===== config.mk =====
export PLATFORM = sky130hd
export DESIGN_NAME = alu_iter_flat
export DESIGN_NICKNAME = d
export VERILOG_FILES = /design/src/rtl/alu_iter_pkg.sv /design/src/rtl/alu_iter_if.sv /design/src/rtl/alu_mul_iter.sv /design/src/rtl/alu_iter.sv /design/src/flat_wrapper.sv
export SDC_FILE = /design/constraint.sdc
export NUM_CORES = 2
export LEC_CHECK = 0
export CORE_MARGIN = 1.5
export CORE_UTILIZATION = 50
export CTS_CLUSTER_DIAMETER = 200
export DETAILED_ROUTE_END_ITERATION = 16
export PLACE_DENSITY_LB_ADDON = 0.25
export SETUP_SLACK_MARGIN = 0.2
export SLEW_MARGIN = 5
export SYNTH_ARGS = -nofsm -noshare
export SYNTH_HDL_FRONTEND = slang
export SYNTH_SLANG_ARGS = --single-unit

===== constraint.sdc =====
create_clock -name clk -period 10 [get_ports clk]
set_input_delay 3 -clock clk [delete_from_list [all_inputs] [get_ports clk]]
set_output_delay 3 -clock clk [all_outputs]
set_load 0.03 [all_outputs]

===== src/rtl/alu_iter_pkg.sv =====
// -----------------------------------------------------------------------------
// alu_iter_pkg
// Shared definitions for the iterative ALU: opcode encodings, the control
// state type, and the helpers that derive the multiplier iteration count and
// check that RADIX divides WIDTH.
// -----------------------------------------------------------------------------
package alu_iter_pkg;

   localparam logic [1:0] OP_ADD = 2'b00;
   localparam logic [1:0] OP_SUB = 2'b01;
   localparam logic [1:0] OP_MUL = 2'b10;
   localparam logic [1:0] OP_MAC = 2'b11;

   typedef enum logic [0:0] {
      IDLE = 1'b0,
      BUSY = 1'b1
   } state_t;

   // Number of shift-add iterations for one multiply.
   function automatic int calc_iters(input int width, input int radix);
      return width / radix;
   endfunction

   // True when radix is a legal divisor of width.
   function automatic bit radix_ok(input int width, input int radix);
      return (radix > 0) && (radix <= width) && ((width % radix) == 0);
   endfunction

endpackage


===== src/rtl/alu_iter_if.sv =====
// -----------------------------------------------------------------------------
// alu_iter_if
// Operand/result bus of the iterative ALU.
//   in_valid / in_ready : operand handshake (transfer when both high on posedge)
//   A, B                : signed operands, WIDTH bits
//   opCode              : 00 ADD, 01 SUB, 10 MUL, 11 MAC
//   acc_clr             : MAC only, treat accumulator as zero for this op
//   C                   : signed 2*WIDTH result, holds until next completion
//   completed           : one-cycle pulse, C updated at the same edge
// master = operand issuer / result consumer, slave = the ALU.
// -----------------------------------------------------------------------------
interface alu_iter_if #(
   parameter int WIDTH = 64
);
   logic                  in_valid;
   logic                  in_ready;
   logic [WIDTH-1:0]      A;
   logic [WIDTH-1:0]      B;
   logic [1:0]            opCode;
   logic                  acc_clr;
   logic [2*WIDTH-1:0]    C;
   logic                  completed;

   modport master (
      output in_valid, A, B, opCode, acc_clr,
      input  in_ready, C, completed
   );

   modport slave (
      input  in_valid, A, B, opCode, acc_clr,
      output in_ready, C, completed
   );
endinterface


===== src/rtl/alu_mul_iter.sv =====
// -----------------------------------------------------------------------------
// alu_mul_iter
// Unsigned iterative shift-add multiplier, RADIX multiplier bits per cycle.
//   clk, resetn : clock, asynchronous active-low reset
//   i_start     : load magnitudes; iterations follow on the next N edges
//   i_mag_a/b   : WIDTH-bit unsigned multiplicand / multiplier
//   o_done      : high during the cycle whose closing edge is the last
//                 iteration; o_product then already includes that iteration
//   o_product   : 2*WIDTH product after the current cycle's iteration
// -----------------------------------------------------------------------------
module alu_mul_iter
   import alu_iter_pkg::*;
#(
   parameter int WIDTH = 64,
   parameter int RADIX = 1
) (
   input  logic                 clk,
   input  logic                 resetn,
   input  logic                 i_start,
   input  logic [WIDTH-1:0]     i_mag_a,
   input  logic [WIDTH-1:0]     i_mag_b,
   output logic                 o_done,
   output logic [2*WIDTH-1:0]   o_product
);
   localparam int N  = calc_iters(WIDTH, RADIX);
   localparam int CW = $clog2(N + 1);
   localparam logic [CW-1:0] LAST = CW'(N - 1);

   logic [2*WIDTH-1:0] r_mcand;
   logic [WIDTH-1:0]   r_mplier;
   logic [2*WIDTH-1:0] r_prod;
   logic [CW-1:0]      r_cnt;
   logic               r_active;
   logic [2*WIDTH-1:0] w_prod_next;

   // Partial-product accumulation for the RADIX low multiplier bits.
   always_comb begin
      w_prod_next = r_prod;
      for (int k = 0; k < RADIX; k++) begin
         if (r_mplier[k]) begin
            w_prod_next = w_prod_next + (r_mcand << k);
         end else begin
            w_prod_next = w_prod_next;
         end
      end
   end

   // Operand load and per-cycle shift-add iteration.
   always_ff @(posedge clk or negedge resetn) begin
      if (!resetn) begin
         r_mcand  <= '0;
         r_mplier <= '0;
         r_prod   <= '0;
         r_cnt    <= '0;
         r_active <= 1'b0;
      end else if (i_start) begin
         r_mcand  <= {{WIDTH{1'b0}}, i_mag_a};
         r_mplier <= i_mag_b;
         r_prod   <= '0;
         r_cnt    <= '0;
         r_active <= 1'b1;
      end else if (r_active) begin
         r_prod   <= w_prod_next;
         r_mcand  <= r_mcand << RADIX;
         r_mplier <= r_mplier >> RADIX;
         r_cnt    <= r_cnt + CW'(1);
         if (r_cnt == LAST) begin
            r_active <= 1'b0;
         end else begin
            r_active <= 1'b1;
         end
      end else begin
         r_active <= 1'b0;
      end
   end

   assign o_done    = r_active && (r_cnt == LAST);
   assign o_product = w_prod_next;

endmodule


===== src/rtl/alu_iter.sv =====
// -----------------------------------------------------------------------------
// alu_iter
// Handshaked signed ALU: ADD/SUB in one cycle, MUL/MAC via an iterative
// shift-add core (N = WIDTH/RADIX cycles). Results are 2*WIDTH wide.
//   clk, resetn : clock, asynchronous active-low reset
//   bus         : alu_iter_if slave (operands, handshake, C, completed)
// -----------------------------------------------------------------------------
module alu_iter
   import alu_iter_pkg::*;
#(
   parameter int WIDTH = 64,
   parameter int RADIX = 1
) (
   input  logic        clk,
   input  logic        resetn,
   alu_iter_if.slave   bus
);
   if (!radix_ok(WIDTH, RADIX)) begin : g_bad_radix
      $error("alu_iter: RADIX must divide WIDTH");
   end

   localparam logic [WIDTH-1:0] ONE_W = WIDTH'(1);

   state_t               r_state;
   logic                 r_in_ready;
   logic [2*WIDTH-1:0]   r_c;
   logic                 r_completed;
   logic [2*WIDTH-1:0]   r_acc;
   logic                 r_sign;
   logic                 r_is_mac;
   logic                 r_acc_clr;

   logic                 w_xfer;
   logic                 w_start;
   logic [WIDTH-1:0]     w_mag_a;
   logic [WIDTH-1:0]     w_mag_b;
   logic [2*WIDTH-1:0]   w_ext_a;
   logic [2*WIDTH-1:0]   w_ext_b;
   logic                 w_mul_done;
   logic [2*WIDTH-1:0]   w_product;
   logic [2*WIDTH-1:0]   w_signed_prod;
   logic [2*WIDTH-1:0]   w_mac_sum;
   logic [2*WIDTH-1:0]   w_result;

   assign w_xfer  = bus.in_valid && (r_state == IDLE);
   assign w_start = w_xfer && bus.opCode[1];

   // Two's-complement negation of the most negative value yields 2^(WIDTH-1),
   // which is the correct magnitude when read as unsigned.
   assign w_mag_a = bus.A[WIDTH-1] ? (~bus.A + ONE_W) : bus.A;
   assign w_mag_b = bus.B[WIDTH-1] ? (~bus.B + ONE_W) : bus.B;

   assign w_ext_a = {{WIDTH{bus.A[WIDTH-1]}}, bus.A};
   assign w_ext_b = {{WIDTH{bus.B[WIDTH-1]}}, bus.B};

   alu_mul_iter #(
      .WIDTH (WIDTH),
      .RADIX (RADIX)
   ) u_mul (
      .clk       (clk),
      .resetn    (resetn),
      .i_start   (w_start),
      .i_mag_a   (w_mag_a),
      .i_mag_b   (w_mag_b),
      .o_done    (w_mul_done),
      .o_product (w_product)
   );

   // Sign fix-up and accumulate happen on the same edge as the final iteration.
   assign w_signed_prod = r_sign ? (~w_product + {{WIDTH{1'b0}}, ONE_W}) : w_product;
   assign w_mac_sum     = (r_acc_clr ? {(2*WIDTH){1'b0}} : r_acc) + w_signed_prod;
   assign w_result      = r_is_mac ? w_mac_sum : w_signed_prod;

   // Control FSM with registered result, pulse, ready and accumulator.
   always_ff @(posedge clk or negedge resetn) begin
      if (!resetn) begin
         r_state     <= IDLE;
         r_in_ready  <= 1'b1;
         r_c         <= '0;
         r_completed <= 1'b0;
         r_acc       <= '0;
         r_sign      <= 1'b0;
         r_is_mac    <= 1'b0;
         r_acc_clr   <= 1'b0;
      end else begin
         r_completed <= 1'b0;
         case (r_state)
            IDLE: begin
               if (w_xfer) begin
                  case (bus.opCode)
                     OP_ADD: begin
                        r_c         <= w_ext_a + w_ext_b;
                        r_completed <= 1'b1;
                     end
                     OP_SUB: begin
                        r_c         <= w_ext_a - w_ext_b;
                        r_completed <= 1'b1;
                     end
                     OP_MUL, OP_MAC: begin
                        r_sign     <= bus.A[WIDTH-1] ^ bus.B[WIDTH-1];
                        r_is_mac   <= (bus.opCode == OP_MAC);
                        r_acc_clr  <= bus.acc_clr;
                        r_state    <= BUSY;
                        r_in_ready <= 1'b0;
                     end
                     default: begin
                        r_state <= IDLE;
                     end
                  endcase
               end else begin
                  r_state <= IDLE;
               end
            end
            BUSY: begin
               if (w_mul_done) begin
                  r_c         <= w_result;
                  r_completed <= 1'b1;
                  r_state     <= IDLE;
                  r_in_ready  <= 1'b1;
                  if (r_is_mac) begin
                     r_acc <= w_mac_sum;
                  end else begin
                     r_acc <= r_acc;
                  end
               end else begin
                  r_state <= BUSY;
               end
            end
            default: begin
               r_state    <= IDLE;
               r_in_ready <= 1'b1;
            end
         endcase
      end
   end

   assign bus.in_ready  = r_in_ready;
   assign bus.C         = r_c;
   assign bus.completed = r_completed;

endmodule

===== src/flat_wrapper.sv =====
// flat-port wrapper written by rule: the top's interface ports become plain ports
module alu_iter_flat import alu_iter_pkg::*;
#(
   parameter int WIDTH = 64,
   parameter int RADIX = 1
)
  (clk, resetn, bus_in_valid, bus_A, bus_B, bus_opCode, bus_acc_clr, bus_in_ready, bus_C, bus_completed);
  alu_iter_if #(.WIDTH(WIDTH)) bus_i ();
  input  logic clk;
  input  logic resetn;
  input wire logic [$bits(bus_i.in_valid)-1:0] bus_in_valid;
  input wire logic [$bits(bus_i.A)-1:0] bus_A;
  input wire logic [$bits(bus_i.B)-1:0] bus_B;
  input wire logic [$bits(bus_i.opCode)-1:0] bus_opCode;
  input wire logic [$bits(bus_i.acc_clr)-1:0] bus_acc_clr;
  output wire logic [$bits(bus_i.in_ready)-1:0] bus_in_ready;
  output wire logic [$bits(bus_i.C)-1:0] bus_C;
  output wire logic [$bits(bus_i.completed)-1:0] bus_completed;
  assign bus_i.in_valid = bus_in_valid;
  assign bus_i.A = bus_A;
  assign bus_i.B = bus_B;
  assign bus_i.opCode = bus_opCode;
  assign bus_i.acc_clr = bus_acc_clr;
  assign bus_in_ready = bus_i.in_ready;
  assign bus_C = bus_i.C;
  assign bus_completed = bus_i.completed;
  alu_iter #(.WIDTH(WIDTH), .RADIX(RADIX)) u_core (.clk(clk), .resetn(resetn), .bus(bus_i));
endmodule

### Word level (Yosys, flattened, before mapping)

Index checks and enable logic that the tools add are counted.

| storage, ports and cells | value |
|---|---|
| register bits | 590 |
| bits in latches | 0 |
| RAM bits | 0 |
| memory bits (read-only) | 0 |
| input port bits | 134 |
| output and inout bits | 130 |
| logic and storage cells | 78 |
| memories | 0 |

| cells by class | value |
|---|---|
| $add $sub $neg | 8 |
| multiply operators | 0 |
| div/mod/pow operators | 0 |
| order comparisons | 0 |
| equal/unequal tests | 8 |
| shifts and indexed selects | 0 |
| muxes and demuxes | 33 |
| bitwise gates (word level) | 5 |
| reductions and logical operators | 11 |

Operators by type and width:

| cell | number |
|---|---|
| $mux W128 | 10 |
| $pmux W128 S2 | 2 |
| $add A128 B128 Y128 | 2 |
| $mux W64 | 4 |
| $add A128 B1 Y128 const B | 1 |
| $add A64 B1 Y64 const B | 2 |
| $not A128 Y128 | 1 |
| $not A64 Y64 | 2 |
| $add A64 B64 Y65 | 1 |
| $sub A64 B64 Y65 | 1 |
| $mux W7 | 2 |
| $mux W1 | 12 |
| $reduce_and A3 Y1 | 4 |
| $add A7 B1 Y7 const B | 1 |
| $eq A7 B6 Y1 const B | 1 |
| $pmux W1 S2 | 3 |
| $eq A2 B2 Y1 const B | 2 |
| $ne A2 B2 Y1 const B | 2 |
| $reduce_or A2 Y1 | 2 |
| $logic_and A1 B1 Y1 | 3 |
| $ne A3 B3 Y1 const B | 1 |
| $eq A2 B1 Y1 const B | 1 |
| $logic_not A2 Y1 | 1 |
| $ne A2 B1 Y1 const B | 1 |
| other kinds (3) | 3 |

### Longest topological paths before layout

| depth | value |
|---|---|
| depth in word-level cells | 9 |
| depth in mapped cells | 40 |
| depth with buffers taken out | 38 |

### Cells and area by module

Synthesis repeated with hierarchy kept, for this count alone.

| unflattened totals | value |
|---|---|
| cells, all modules | 7168 |
| area, all modules | 55619.6 um^2 |

By module, submodules not included:

| module | times used | cells each | area an instance (um^2) | sequential area each (um^2) |
|---|---|---|---|---|
| alu_iter | 1 | 4243 | 30918.4 | 6557.5 |
| alu_mul_iter | 1 | 2925 | 24701.2 | 8207.9 |

### Worst setup path before layout

No wires, ideal clock.

| path | value |
|---|---|
| kind | input to register |
| start point | input port bus_B[1] |
| end point | register u_core.r_c[114] (netlist: u_core.bus.C[114]) |
| library setup time | 0.119 ns |
| arrival time | 10.583 ns |
| required time | 9.881 ns |
| path slack | -0.702 ns |
| cell stages on the path | 35 |
| path buffers | 2 |
| path through | or3_1 or3_1 or3_1 or3_1 or2_1 or3_1 or3_1 nor2_1 nand4b_1 or2_2 or4_1 or3_1 or2_2 or4_1 nand2_1 xor2_1 ha_1 a21oi_1 nor2b_1 o21ai_0 nand2b_1 nor3_1 a21oi_1 a41oi_1 o21ai_0 nor2b_1 a21oi_1 a21oi_1 xnor2_1 nand2b_1 and2_1 clkbuf_1 clkbuf_1 o21ai_0 o21a_1 |

| between the ends | value |
|---|---|
| word-level cells in the longest chain between the ends | 4 |
| elaborated cells between the ends (all ways) | 5 |
| classes of those cells | 2 x add/sub; 3 x mux |

RTL lines:

| item | RTL line | text |
|---|---|---|
| start, declared | flat_wrapper.sv:13 | `input wire logic [$bits(bus_i.B)-1:0] bus_B;` |
| $sub A64 B64 Y65 / $add A64 B64 Y65 (equally long branches) | alu_iter.sv:96, alu_iter.sv:92 |  |
| $pmux W128 S2 * | alu_iter.sv:90 | `case (bus.opCode)` |
| $mux W128 * | alu_iter.sv:89 | `if (w_xfer) begin` |
| $pmux W128 S2 * | alu_iter.sv:87 | `case (r_state)` |
| end signal, assigned | alu_iter.sv:92 | `r_c <= w_ext_a + w_ext_b;` |
| end signal, assigned | alu_iter.sv:96 | `r_c <= w_ext_a - w_ext_b;` |
| end signal, assigned | alu_iter.sv:116 | `r_c <= w_result;` |
| end, declared | alu_iter.sv:26 | `logic [2*WIDTH-1:0] r_c;` |

Every way passes the cells marked *; elsewhere a longest branch is shown, timed or not. The select of a mux whose other input is x is not followed.
A chain may end at the register's enable or synchronous reset.

### Worst setup path after layout

| path | value |
|---|---|
| start point | input port bus_B[1] |
| end point | register u_core.r_c[123] (netlist: u_core.bus.C[123]) |

Same word-level chain as after synthesis.

==> out/results.txt <==
The logs give 0.3727 for the global-route usage over all layers and 0 for the count of endpoints failing setup in the final report. The routed layout has 56.53k vias. Worst-path cell with the longest stage delay: or4_4. The proportion of layout cells with a drive suffix above 1 was 0.1275. Multi-input gate area in the final layout: 39470 µm². The number of antenna violations at the first check in global routing was 10; the delay of the slowest cell on the worst path was 0.43 ns. Counting buffers and inverters, the worst setup path is 36 cells deep. Yosys mapped the design onto 113 distinct sky130hd cell types. The core box area was 110500 µm²; the number of vias per cell was 6.261.

The tools report the count of TritonRoute iterations in the first routing pass as 6. Sorting the synthesized cells by area gives the leading types as dfrtp_1, ha_1, o21ai_0. The proportion of register bits with asynchronous set or reset after synthesis works out to 1.000. Worst min-delay path startpoint: u_core.bus.in_ready. The commonest cells after synthesis are nand2_1, nor2_1, o21ai_0. Grouping stages by cell kind, the critical path spends the most delay in simple AND/OR/NAND/NOR gates. Together, buffers and inverters on the worst path number 3. H-tree level count: 3. After detailed routing, the average wire length per cell comes to 24.10 µm. The run gives 6.236 mW as the total power. The run finished with clean final reports. Hold timing on the final database bottoms out at a slack of 0.4686 ns.

TritonCTS built the clock tree. The logs give 3 for the maximum buffer depth of the clock tree and 7953 for the number of nets in the layout. In this run the power density over the cells is 94.92 nW/µm².

The worst setup path is of the input pin to register kind. The number of hold violations in the final report is 0, and the global-route wire length before repair is 325400 µm. The root buffer selected by CTS was clkbuf_16.

The floorplan has 122 rows. Summed over all cells, the static leakage comes to 27.51 nW. The slew of the pin with the lowest slew margin was 1.202 ns. At the worst endpoint, the arrival time is 10.56 ns. Flop and latch count out of synthesis: 590.

Endpoint class of the critical path: a register. At the end of routability-driven placement, the weighted congestion stood at 1.038. The worst setup path is launched from an input pin. CTS buffer count: 75. For the clock sink count, the log shows 590. Yosys mapped a number of flops with a built-in enable equal to 0. The portion of synthesized cell area occupied by the leading cell type is 0.2647, and the die footprint is 113400 µm².

The area growth from synthesis to layout is 17.97%. The sequential standard cell area was 14790 µm². The floorplan step set the die height to 336.7 µm. The maximum fanout along the worst path is 6, and the total DRC errors in the routed layout is 0.

In the synthesized netlist the dominant register cell turns out to be dfrtp_1. The mean cell area of the mapped netlist is 7.845 µm². The finished layout holds 9029 standard cells, fillers aside. The launching point of the worst reg2reg path was u_core.u_mul.r_mcand[0]. The count of buffers added on input and output ports is 263. The logs give 179 for the maximum number of pins on one net before global-route repair and 100.0 MHz for the maximum clock frequency. The depth of the most critical reg-to-reg path was 38.

Largest vdd supply drop: 0.0001256 V. Fill cells in the final layout number 10.16k. The normalized max-slew margin is 0.1989, and the synthesized cell area is 55690 µm². Clock-pin slew was measured on the worst setup and hold paths at 0.06 ns. Summed over all nets, the half-perimeter wirelength after detailed placement is 168400 µm.

The run gives 0 as the number of slew-limit violations in the final report. The post-route core utilization was 0.5944; the final critical-path required period was 9.996 ns. Library cell appearing most often on the critical path: or3_4. The initial core utilization is 0.5039. Among all cell types in the netlist, the one instantiated most often is nand2_1.

The min-delay analysis places its worst path in the category register to register. The logs give 0 for the global route total overflow and 0 for the count of antenna-violating nets left after detailed routing. For the worst-skew pair, the clock arrives at the later sink with an insertion delay of 0.69 ns.

The most area-hungry cell type in the Yosys netlist is dfrtp_1. Counting tap cells, the placed design contains a total of 8854 instances. Max-cap violations in this run came to 0. The final clock period utilization by the worst path was 0.9996. The total wirelength of the detailed-routed design is 217600 µm.

The setup slack of the most critical reg-to-reg path came out at 0.40 ns. End point of the most critical hold path: u_core.bus.in_ready. The hold path depth was 2. The number of DRC markers in iteration 0 is 5080.

Setup repair after global routing could not meet its margin everywhere. The tools report the reg-to-reg critical path endpoint as u_core.bus.C[125]. Clock skew on the completed layout was measured at 0.02482 ns. The sequential element share of the synthesized area is 0.2651, and the die span in x is 336.7 µm.

The number of cells produced by synthesis was 7098; the setup TNS was 0 ns. Counting every net in the synthesized netlist gives 7570. The number of global-route vias before repair is 54.29k.

The required time reported for the critical path endpoint is 10.56 ns. The run gives 264 as the number of I/O pins. Count of synthesis-stage warnings from yosys: 0. Buffers inserted to repair hold after CTS numbered 0.
==> tightest hold or removal path: cells and delay by family (launching register included) <==
kind	cells	cell delay [ns]
flops	1	0.37
simple gates	2	0.10
==> registers in the layout, indices dropped and copies added, names as in the netlist <==
register and flops:
u_core.r_acc 128, u_core.u_mul.r_mcand 128, u_core.u_mul.r_active 1, u_core.r_sign 1, u_core.u_mul.r_prod 128, u_core.bus.C 128
u_core.bus.in_ready 1, u_core.bus.completed 1, u_core.u_mul.r_mplier 64, u_core.r_state 1, u_core.r_acc_clr 1, u_core.u_mul.r_cnt 7
u_core.r_is_mac 1
==> cells in the final DEF, fill, tap and decap left out, drive strengths merged, types with 156 or more instances in the layout <==
cell,count
a211oi,156
a21o,181
a21oi,571
buf,496
clkdlybuf4s50,257
dfrtp,589
ha,335
mux2i,287
nand2,804
nand4,161
nor2,681
nor2b,194
o21ai,627
xnor2,318
xor2,240
==> through the flow <==
step | cell area (µm²) | worst slack [ns]
floorplan | 55830 | -0.1198
global placement | 62100 | -1.025
detailed placement | 62100 | -1.089
CTS | 64930 | 0.1017
global route | 65690 | -0.1778
finish | 65690 | 0.004231
==> where the power goes <==
| part | total [mW] | internal, mW | leakage [nW] | switching [mW] |
|---|---|---|---|---|
| logic | 0.917 | 0.393 | 19.8 | 0.524 |
| registers | 2.44 | 2.41 | 6.43 | 0.0248 |
| clock network | 2.88 | 1.67 | 1.26 | 1.21 |
| total | 6.24 | 4.47 | 27.5 | 1.76 |
==> worst max-delay path by stage <==
stage,startpoint,end,slack (ns)
after floorplan,bus_B[1],u_core.bus.C[114],-0.12
after global placement,bus_B[1],u_core.bus.C[102],-1.02
after detailed placement,bus_B[1],u_core.bus.C[102],-1.09
after CTS,bus_B[1],u_core.bus.C[123],0.10
after global routing,bus_B[1],u_core.bus.C[123],-0.18
final,bus_B[1],u_core.bus.C[123],0.004
==> timing repair <==
| item | in CTS | in global routing |
|---|---|---|
| gates cloned | 1 | 4 |
| resized for setup | 36 | 155 |
| buffers inserted | 25 | 8 |
| pin swaps | 10 | 12 |
| setup endpoints to repair | 65 | 79 |
==> cell families (layout without fill, tap and decap cells) <==
logic type,after synthesis,count (layout),synth area share
simple gates,2486,2486,0.2124
compound gates,2173,2173,0.2457
flops,590,590,0.2651
xor+xnor,558,558,0.08790
buf+inv,554,994,0.03829
mux,399,399,0.07424
fa+ha+maj,338,338,0.07635
other cells,0,3,0
==> area by class of cell <==
class                           instances  area share
Antenna cell                            3   0.0001143
Tap cell                             1488     0.02834
Inverter                              104    0.006019
Multi-Input combinational cell       5954      0.6008
Clock buffer                           91     0.03087
Timing Repair Buffer                  756      0.1008
Sequential cell                       590      0.2251
Clock inverter                         43    0.007942
==> layer usage <==
metal	global-route usage	up-vias	part of all wire
met4	0.2542	14	0.080
met5	0	-	0.00042
met3	0.05504	635	0.067
met1	0.4486	27009	0.39
met2	0.6153	2301	0.46
li1	-	26571	-
No activity file was read; power rests on OpenSTA's default activity.
